## config.mk

```make
export PLATFORM = sky130hd
export DESIGN_NAME = dcache_axi_bridge
export DESIGN_NICKNAME = d
export VERILOG_FILES = /design/src/rtl/dcache_axi_bridge_pkg.sv /design/src/rtl/dcache_axi_bridge.sv
export SDC_FILE = /design/constraint.sdc
export NUM_CORES = 1
export LEC_CHECK = 0
export CAP_MARGIN = 20
export CORE_MARGIN = 5
export CORE_UTILIZATION = 37
export DETAILED_ROUTE_END_ITERATION = 6
export PLACE_DENSITY = 0.8
export SKIP_CTS_REPAIR_TIMING = 1
export SLEW_MARGIN = 40
export SYNTH_ARGS = -nofsm -noshare
export SYNTH_HDL_FRONTEND = slang
export SYNTH_SLANG_ARGS = --single-unit
export TNS_END_PERCENT = 50
```

## constraint.sdc

```tcl
create_clock -name clk -period 1.49 [get_ports clk]
set_input_delay 0.2235 -clock clk [delete_from_list [all_inputs] [get_ports clk]]
set_output_delay 0.2235 -clock clk [all_outputs]
set_load 0.03 [all_outputs]
```

## src/rtl/dcache_axi_bridge_pkg.sv

```systemverilog
// Shared types and AXI constants for the data-cache to AXI4 single-beat bridge.
package dcache_axi_bridge_pkg;

  typedef enum logic [2:0] {
    StIdle,
    StRdAddr,
    StRdData,
    StWrReq,
    StWrResp,
    StDone
  } bridge_state_e;

  localparam logic [1:0] AXI_RESP_OKAY   = 2'b00;
  localparam logic [1:0] AXI_RESP_EXOKAY = 2'b01;
  localparam logic [1:0] AXI_RESP_SLVERR = 2'b10;
  localparam logic [1:0] AXI_RESP_DECERR = 2'b11;

  localparam logic [1:0] AXI_BURST_INCR = 2'b01;
  localparam logic [7:0] AXI_LEN_SINGLE = 8'd0;

  // Cache size code (0=byte, 1=half, 2=word) maps directly onto AxSIZE.
  function automatic logic [2:0] axi_size(input logic [1:0] size);
    return {1'b0, size};
  endfunction

  // SLVERR and DECERR both have bit 1 set.
  function automatic logic resp_is_err(input logic [1:0] resp);
    return resp[1];
  endfunction

endpackage

```

## src/rtl/dcache_axi_bridge.sv

```systemverilog
// Converts the data cache's strobe/ready memory port into single-beat AXI4 read and
// write transactions, one outstanding at a time.
module dcache_axi_bridge
  import dcache_axi_bridge_pkg::*;
#(
  parameter int unsigned A_WIDTH = 32,
  parameter int unsigned D_WIDTH = 32
) (
  input  logic                 clk,
  input  logic                 rst,
  input  logic [A_WIDTH-1:0]   req_a,
  input  logic [D_WIDTH-1:0]   req_din,
  output logic [D_WIDTH-1:0]   req_dout,
  input  logic                 req_strobe,
  input  logic [D_WIDTH/8-1:0] req_wen,
  input  logic [1:0]           req_size,
  input  logic                 req_rw,
  output logic                 req_ready,
  output logic [A_WIDTH-1:0]   araddr,
  output logic [2:0]           arsize,
  output logic                 arvalid,
  input  logic                 arready,
  input  logic [D_WIDTH-1:0]   rdata,
  input  logic [1:0]           rresp,
  input  logic                 rvalid,
  output logic                 rready,
  output logic [A_WIDTH-1:0]   awaddr,
  output logic [2:0]           awsize,
  output logic                 awvalid,
  input  logic                 awready,
  output logic [D_WIDTH-1:0]   wdata,
  output logic [D_WIDTH/8-1:0] wstrb,
  output logic                 wvalid,
  input  logic                 wready,
  input  logic [1:0]           bresp,
  input  logic                 bvalid,
  output logic                 bready,
  output logic                 bus_err
);

  bridge_state_e state_q, state_d;

  logic [A_WIDTH-1:0]   addr_q;
  logic [D_WIDTH-1:0]   din_q;
  logic [D_WIDTH/8-1:0] wen_q;
  logic [1:0]           size_q;
  logic [D_WIDTH-1:0]   dout_q;
  logic                 aw_done_q, w_done_q;
  logic                 bus_err_q;

  logic aw_hs, w_hs, r_hs, b_hs;

  assign aw_hs = awvalid & awready;
  assign w_hs  = wvalid & wready;
  assign r_hs  = rvalid & rready;
  assign b_hs  = bvalid & bready;

  always_ff @(posedge clk) begin
    if (rst) begin
      state_q <= StIdle;
    end else begin
      state_q <= state_d;
    end
  end

  always_comb begin
    state_d = state_q;
    unique case (state_q)
      StIdle:   if (req_strobe) state_d = req_rw ? StWrReq : StRdAddr;
      StRdAddr: if (arready) state_d = StRdData;
      StRdData: if (rvalid) state_d = StDone;
      StWrReq:  if ((aw_done_q | aw_hs) && (w_done_q | w_hs)) state_d = StWrResp;
      StWrResp: if (bvalid) state_d = StDone;
      StDone:   state_d = StIdle;
      default:  state_d = StIdle;
    endcase
  end

  // Valids and readies depend only on registered state, never on AXI inputs.
  always_comb begin
    arvalid   = 1'b0;
    rready    = 1'b0;
    awvalid   = 1'b0;
    wvalid    = 1'b0;
    bready    = 1'b0;
    req_ready = 1'b0;
    unique case (state_q)
      StRdAddr: arvalid = 1'b1;
      StRdData: rready  = 1'b1;
      StWrReq: begin
        awvalid = ~aw_done_q;
        wvalid  = ~w_done_q;
      end
      StWrResp: bready    = 1'b1;
      StDone:   req_ready = 1'b1;
      default: ;
    endcase
  end

  always_ff @(posedge clk) begin
    if (rst) begin
      addr_q    <= '0;
      din_q     <= '0;
      wen_q     <= '0;
      size_q    <= '0;
      dout_q    <= '0;
      aw_done_q <= 1'b0;
      w_done_q  <= 1'b0;
      bus_err_q <= 1'b0;
    end else begin
      if (state_q == StIdle && req_strobe) begin
        addr_q    <= req_a;
        din_q     <= req_din;
        wen_q     <= req_wen;
        size_q    <= req_size;
        aw_done_q <= 1'b0;
        w_done_q  <= 1'b0;
      end
      if (state_q == StWrReq) begin
        aw_done_q <= aw_done_q | aw_hs;
        w_done_q  <= w_done_q | w_hs;
      end
      if (r_hs) begin
        dout_q <= rdata;
      end
      if ((r_hs && resp_is_err(rresp)) || (b_hs && resp_is_err(bresp))) begin
        bus_err_q <= 1'b1;
      end
    end
  end

  assign araddr   = addr_q;
  assign awaddr   = addr_q;
  assign arsize   = axi_size(size_q);
  assign awsize   = axi_size(size_q);
  assign wdata    = din_q;
  assign wstrb    = wen_q;
  assign req_dout = dout_q;
  assign bus_err  = bus_err_q;

endmodule

```

==> impl_results.md, run 1 <==
- Status: complete, but fails checks
- Failing checks: setup timing
- Hpwl dp: 10390 um
- Worst hold start: rst
- Setup TNS: -0.1805 ns
- DR pass1 iterations: 4
- Total power: 11.20 mW
- # nets final: 854
- YS warnings: 0
- Worst hold path type: input pin to register
- Critical path's top delay family: flip-flops
- RSZ-0062 raised after global routing: true
- CTS clk-pin slew, worst paths: 0.07 ns
- Tcrit/Tclk final: 105.1%
- Post-Syn Instances: 526
- Avg Inst Size Synth: 8.011 um2
- First-pass GRT wire length: 20120 um
- Design area: approximately 7500 um2
- Leading post-synthesis cells by cell area: dfxtp_1 51%, nand2_1 18%, a21oi_1 12%, buf_4 7.3%, buf_6 2.7%
- Final Hold Viols: 0
- Routed Wire Length: between 10000 and 15000 um
- DRC Markers: 0
- Clock latency on the worst-skew pair: 0.34 ns
- IO Pins: 260
- Die Ht: 116.7 um
- Max_cap viols: 0
- DRT iter0 DRCs: 210
- R2r setup slk: 0.02 ns
- Worst path cell trace: buf_6 -> nor2b_4 -> nand2_4 -> nor2_4 -> buf_12
- Final WS setup: -0.07648 ns
- Number of global-route vias before repair: approximately 4.2k
- Fin cells: between 800 and 900
- Placed Instances: about 860
- I/O Buffers: approximately 260
- CP Data Arrival Time: 1.34 ns
- DIE AREA: ~14000 um2
- Post-Syn Area: ~4200 um2
- Die Wd: 116.7 um
- Reg2reg path depth: 5
- GRT Total Usage: 18.76%
- Critical Path End Type: output pin
- Core outline area: around 11000 um2
- Required @ worst endpoint: about 1.3 ns
- Final core utilization: roughly 67%
- # setup viols final: 4
- Slew Viols, Final: 0
- Pleak: 4.918 nW
- Vias: 4306
- Slowest-stage cell, CP: dfxtp_4
- Multi-input logic area: 1668 um2
- Fillers: 860
- Synth Register Bits: between 100 and 150
- Post-synth EDFFs: 0
- Most instantiated cells after synthesis: 207 x nand2_1, 108 x dfxtp_1, 105 x a21oi_1
- Crit Path Max Fanout: 5
- Clock Tree Root: clkbuf_16
- CTS H-tree depth: 3
- Drt wl/cell: 15.91 um
- Crit path launch type: register
- Worst-case clock skew: between 0.006 and 0.007 ns
- Max Clk Rate: 638.4 MHz
- Antenna-violating nets left: 0
- Pwr dens: 1492 nW/um2
- WS Path Type: register to output pin
- Critical Path Start: state_q[1]$_SDFFE_PP0P_
- Setup Slack @ Placement: -0.2087 ns
- # rows: 39
- GR Overflow Total: 0
- Area delta synth->final: 78.21%
- Hold EP: state_q[2]$_SDFFE_PP0P_
- Main synth FF type: dfxtp_1
- Clock Sinks: 108
- Cell Area, Placed: 6689 um2
- Reg-to-Reg Start: state_q[0]$_SDFFE_PP0P_
- Top-area cell type share of the netlist area: 51.31%
- Worst path max stage delay: about 0.4 ns
- Pin count of the biggest net entering global routing: 44
- Hold WS: 0.2973 ns
- Vias per cell: between 4 and 5
- # diodes: 0
- Sequential share of the synthesized area: 51.31%
- Initial antenna violation count: 0
- Worst reg2reg path endpoint: araddr[6]$_SDFFE_PP0P_
- Hold Crit Depth: 2
- CTS tree: built
- Final min period: 1.566 ns
- Initial Util: 37.38%
- Synth unique cells: 28
- Worst-case clock buffer depth: 2
- CP Buf/Inv Count: 2
- Layout cell share with drive strength beyond 1: 10.22%
- Total CTS buffers: 9
- Yosys top cell by area: dfxtp_1
- Placer congestion estimate: 0.7814
- Ys async rst share: 0%
- Register area: 2173 um2
- Top-count cell post-synth: nand2_1
- Max VDD drop: 0.6754 mV
-- sequential cells by signal (all words and copies together), names as in the netlist --
signal     count
state_q        3
aw_done_q      1
w_done_q       1
wdata         32
bus_err        1
req_dout      32
wstrb          4
size_q         2
araddr        32
-- how the worst max path moves through the flow --
stage | to | slack (ns) | cells after the start
after global placement | araddr[19]$_SDFFE_PP0P_ | -0.11 | 5
after detailed placement | araddr[6]$_SDFFE_PP0P_ | -0.21 | 5
after floorplan | req_dout[10]$_SDFFE_PP0P_ | 0.01 | 6
after global routing | awvalid | -0.13 | 5
after CTS | awvalid | -0.37 | 5
final | awvalid | -0.08 | 5
-- power breakdown --
part | leakage (nW) | switching [mW] | total (mW) | internal [mW]
sequential | 0.883 | 0.325 | 3.73 | 3.40
combinational | 3.89 | 3.03 | 5.23 | 2.20
clock | 0.142 | 1.02 | 2.24 | 1.22
-- layer usage --
metal	share of wire (%)	vias up	global-route usage (%)
li1	-	2080	-
met1	35	2019	19.55
met2	52	172	33.86
met3	9.1	35	6.788
met4	3.4	0	7.951
met5	0	-	0
-- layout make-up --
cell class                      count  area share, %
Multi-Input combinational cell    343          22.21
Sequential cell                   108          28.94
Clock buffer                       12          3.416
Tap cell                          143          2.383
Timing Repair Buffer              275          42.64
Inverter                            2        0.09997
Clock inverter                      4         0.3166
-- placed cells by master, fill, tap and decap left out, types with 2 or more instances in the layout --
cell type and count:
a21oi_1 84, a21oi_2 21, a31oi_1 2, and2_1 2
buf_12 13, buf_4 11, buf_6 3, clkbuf_16 9
clkbuf_8 2, clkdlybuf4s50_1 111, clkinv_2 3, conb_1 2
dfxtp_1 105, dfxtp_4 3, dlymetal6s2s_1 137, inv_1 2
mux2i_1 3, nand2_1 206, nor2_4 3, nor3_1 2
nor3b_4 2, nor4b_1 2, o21ai_0 2
-- worst register-to-register path, cell delays in order (launching register included) --
cell,delay (ns)
dfxtp_4,0.36
buf_4,0.14
nor4b_4,0.39
buf_12,0.26
nand2_1,0.12
a21oi_2,0.14
-- logic make-up (layout without fill, tap and decap cells) --
group | count (synthesis) | in the layout | share of synthesized area [%]
AO/OA/AOI/OAI | 113 | 113 | 13.87
buffers and inverters | 76 | 293 | 12.44
flip-flops | 108 | 108 | 51.31
multiplexers | 4 | 4 | 0.9798
other | 1 | 2 | 0.08899
AND/OR/NAND/NOR | 224 | 224 | 21.32
No activity file was read; power rests on OpenSTA's default activity.
==> run 2, diff against run 1 <==
Settings changed: CTS_CLUSTER_DIAMETER set to 80.
==> results of run 2 <==
No change in the layout: final DEF, timing and power equal those of run 1.
==> run 3, diff against run 2 <==
Settings changed: CELL_PAD_IN_SITES_DETAIL_PLACEMENT set to 0, CELL_PAD_IN_SITES_GLOBAL_PLACEMENT set to 1, CORE_UTILIZATION 37 to 25, PLACE_DENSITY 0.8 to not set, PLACE_DENSITY_LB_ADDON set to 0.1.
==> run 3 against run 2 <==
  * The flow still finishes with violations (setup timing)
  * Clock-buffer cell count shrank 2
  * Critical endpoint unchanged
  * Critical path depth stayed put
  * Highest routed layer unchanged
  * Global-route usage is 4.8 points lower
  * Fmax decreased by 1.4%
  * Largest cell class unchanged
==> impl_results.md, run 3 (synthesized netlist as in run 1, its figures left out) <==
- Status: complete, but fails checks
- Failing checks: setup timing
- RSZ-0062 raised after global routing: true
- Reg2reg path depth: 5 (unchanged)
- Initial antenna violation count: 0 (unchanged)
- CP Data Arrival Time: 1.37 ns (+0.03 ns)
- Crit path launch type: register
- CP endpoint: awvalid
- Routed met2 length: 7073 um (-4.0%)
- Initial Util: 25.41% (-12 points)
- Slowest-stage cell, CP: dfxtp_2
- Area delta synth->final: 78.86%
- Core outline area: 16580 um2 (+47%)
- CTS tree: built
- I/O Buffers: 255 (unchanged)
- Clock latency on the worst-skew pair: 0.34 ns (about the same)
- Setup TNS: -0.2370 ns (-0.05647 ns)
- # setup viols final: 4 (unchanged)
- Fillers: 1637 (+90%)
- Commonest non-fill, non-tap cells in the layout: 206 x nand2_1, 137 x dlymetal6s2s_1, 111 x clkdlybuf4s50_1
- Commonest non-fill, non-tap cell in the layout: nand2_1
- Worst-case clock buffer depth: 2 (unchanged)
- Worst hold path type: input pin to register
- Number of global-route vias before repair: 3997 (-4.3%)
- Placer congestion estimate: 0.7387 (-5.5%)
- Final WS setup: -0.09925 ns (-0.02277 ns)
- Final min period: 1.589 ns (+0.02277 ns)
- Max_cap viols: 0 (unchanged)
- Hpwl dp: 10280 um (-1.0%)
- Die Wd: 139.8 um (+20%)
- Final Hold Viols: 0 (unchanged)
- Tcrit/Tclk final: 106.7% (+1.5 points)
- DRC Markers: 0 (unchanged)
- Final core utilization: 45.45% (-21 points)
- Worst path max stage delay: 0.36 ns (-0.03 ns)
- Critical Path Start: state_q[1]$_SDFFE_PP0P_
- R2r setup slk: 0.08 ns (+0.06 ns)
- Layout cell share with drive strength beyond 1: 7.919% (-2.3 points)
- Reg-to-Reg Start: state_q[0]$_SDFFE_PP0P_
- # diodes: 0 (unchanged)
- Clock Tree Root: clkbuf_16
- Die Ht: 139.8 um (+20%)
- Required @ worst endpoint: 1.27 ns (about the same)
- Worst reg2reg path endpoint: wdata[19]$_SDFFE_PP0P_
- Max Clk Rate: 629.2 MHz (-1.4%)
- Design area: 7537 um2 (+0.37%)
- Pwr dens: 1493 nW/um2 (about the same)
- Highest Signal Layer: met4
- Critical Path End Type: output pin
- # nets final: 855 (+0.12%)
- DIE AREA: 19550 um2 (+44%)
- Vias per cell: 4.263 (-12%)
- Drt wl/cell: 14.96 um (-6.0%)
- Routed Wire Length: 14440 um (+2.3%)
- DRT iter0 DRCs: 91 (-57%)
- CTS clk-pin slew, worst paths: 0.07 ns (about the same)
- CTS H-tree depth: 3 (unchanged)
- Met1 WL: 5829 um (+17%)
- Cell Area, Placed: 6795 um2 (+1.6%)
- Pin count of the biggest net entering global routing: 58 (+32%)
- Setup Slack @ Placement: -0.1514 ns (+0.05734 ns)
- Hold WS: 0.1523 ns (-0.1450 ns)
- WL met3: 1351 um (+5.1%)
- Antenna-violating nets left: 0 (unchanged)
- Slew Viols, Final: 0 (unchanged)
- IO Pins: 260 (unchanged)
- # rows: 47 (+21%)
- Max VDD drop: 0.8113 mV (+20%)
- Worst path cell trace: buf_6 -> nor2b_4 -> nand2_4 -> nor2_4 -> buf_12
- GR Overflow Total: 0 (unchanged)
- Total CTS buffers: 9 (unchanged)
- Crit Path Max Fanout: 7 (+2)
- DR pass1 iterations: 4 (unchanged)
- Clock Sinks: 108 (unchanged)
- Worst-case clock skew: 0.003640 ns (-0.002792 ns)
- Pleak: 4.921 nW (about the same)
- WS Path Type: register to output pin
- First-pass GRT wire length: 21960 um (+9.2%)
- GRT Total Usage: 13.94% (-4.8 points)
- Vias: 4114 (-4.5%)
-- run 3: changes by cell type in the layout (fill, tap and decap cells not counted), moves of 2 or more --
cell | previous run | this run
a21oi_1 | 84 | 105
a21oi_2 | 21 | 0
and2_1 | 2 | 0
and2_4 | 0 | 2
buf_4 | 11 | 13
clkbuf_8 | 2 | 0
clkinv_2 | 3 | 5
-- run 3: critical path, delay by kind of cell (launching register included) --
family / cells / cell delay [ns]
buffers and inverters: 2 / 0.27
DFF: 1 / 0.36
and+or+nand+nor: 3 / 0.40
-- run 3: worst min-delay path by stage --
stage,end,startpoint,cells past startpoint
after detailed placement,req_dout[25]$_SDFFE_PP0P_,req_dout[25]$_SDFFE_PP0P_,2
after CTS,araddr[16]$_SDFFE_PP0P_,rst,2
after floorplan,araddr[0]$_SDFFE_PP0P_,req_a[0],2
after global routing,state_q[2]$_SDFFE_PP0P_,rst,2
after global placement,wdata[15]$_SDFFE_PP0P_,wdata[15]$_SDFFE_PP0P_,2
final,state_q[2]$_SDFFE_PP0P_,rst,2
-- run 3: report_power, final --
group / switching (mW) / leakage, nW / internal [mW]
Clock: 1.07 / 0.146 / 1.29
Sequential: 0.320 / 0.883 / 3.40
Combinational: 2.98 / 3.89 / 2.20
-- run 3: through the flow --
step | power, mW | cells
after CTS | 11.36 | 960
final | 11.25 | 965
after detailed placement | 8.931 | 944
after floorplan | 6.937 | 527
after global placement | 8.878 | 944
after global routing | 11.94 | 965
-- run 3: area by class of cell --
| type | instances | area [um2] | area share (%) |
|---|---|---|---|
| Clock inverter | 6 | 55.05 | 0.7304 |
| Sequential cell | 108 | 2171 | 28.80 |
| Inverter | 2 | 7.507 | 0.09960 |
| Timing Repair Buffer | 276 | 3201 | 42.46 |
| Multi-Input combinational cell | 343 | 1599 | 21.22 |
| Tap cell | 220 | 275.3 | 3.652 |
| Clock buffer | 10 | 229.0 | 3.038 |
-- run 3: layer usage --
layer | vias up | track usage [%]
met1 | 1875 | 16.55
met3 | 11 | 5.557
met5 | - | 0
met4 | 0 | 4.488
li1 | 2082 | -
met2 | 146 | 23.07
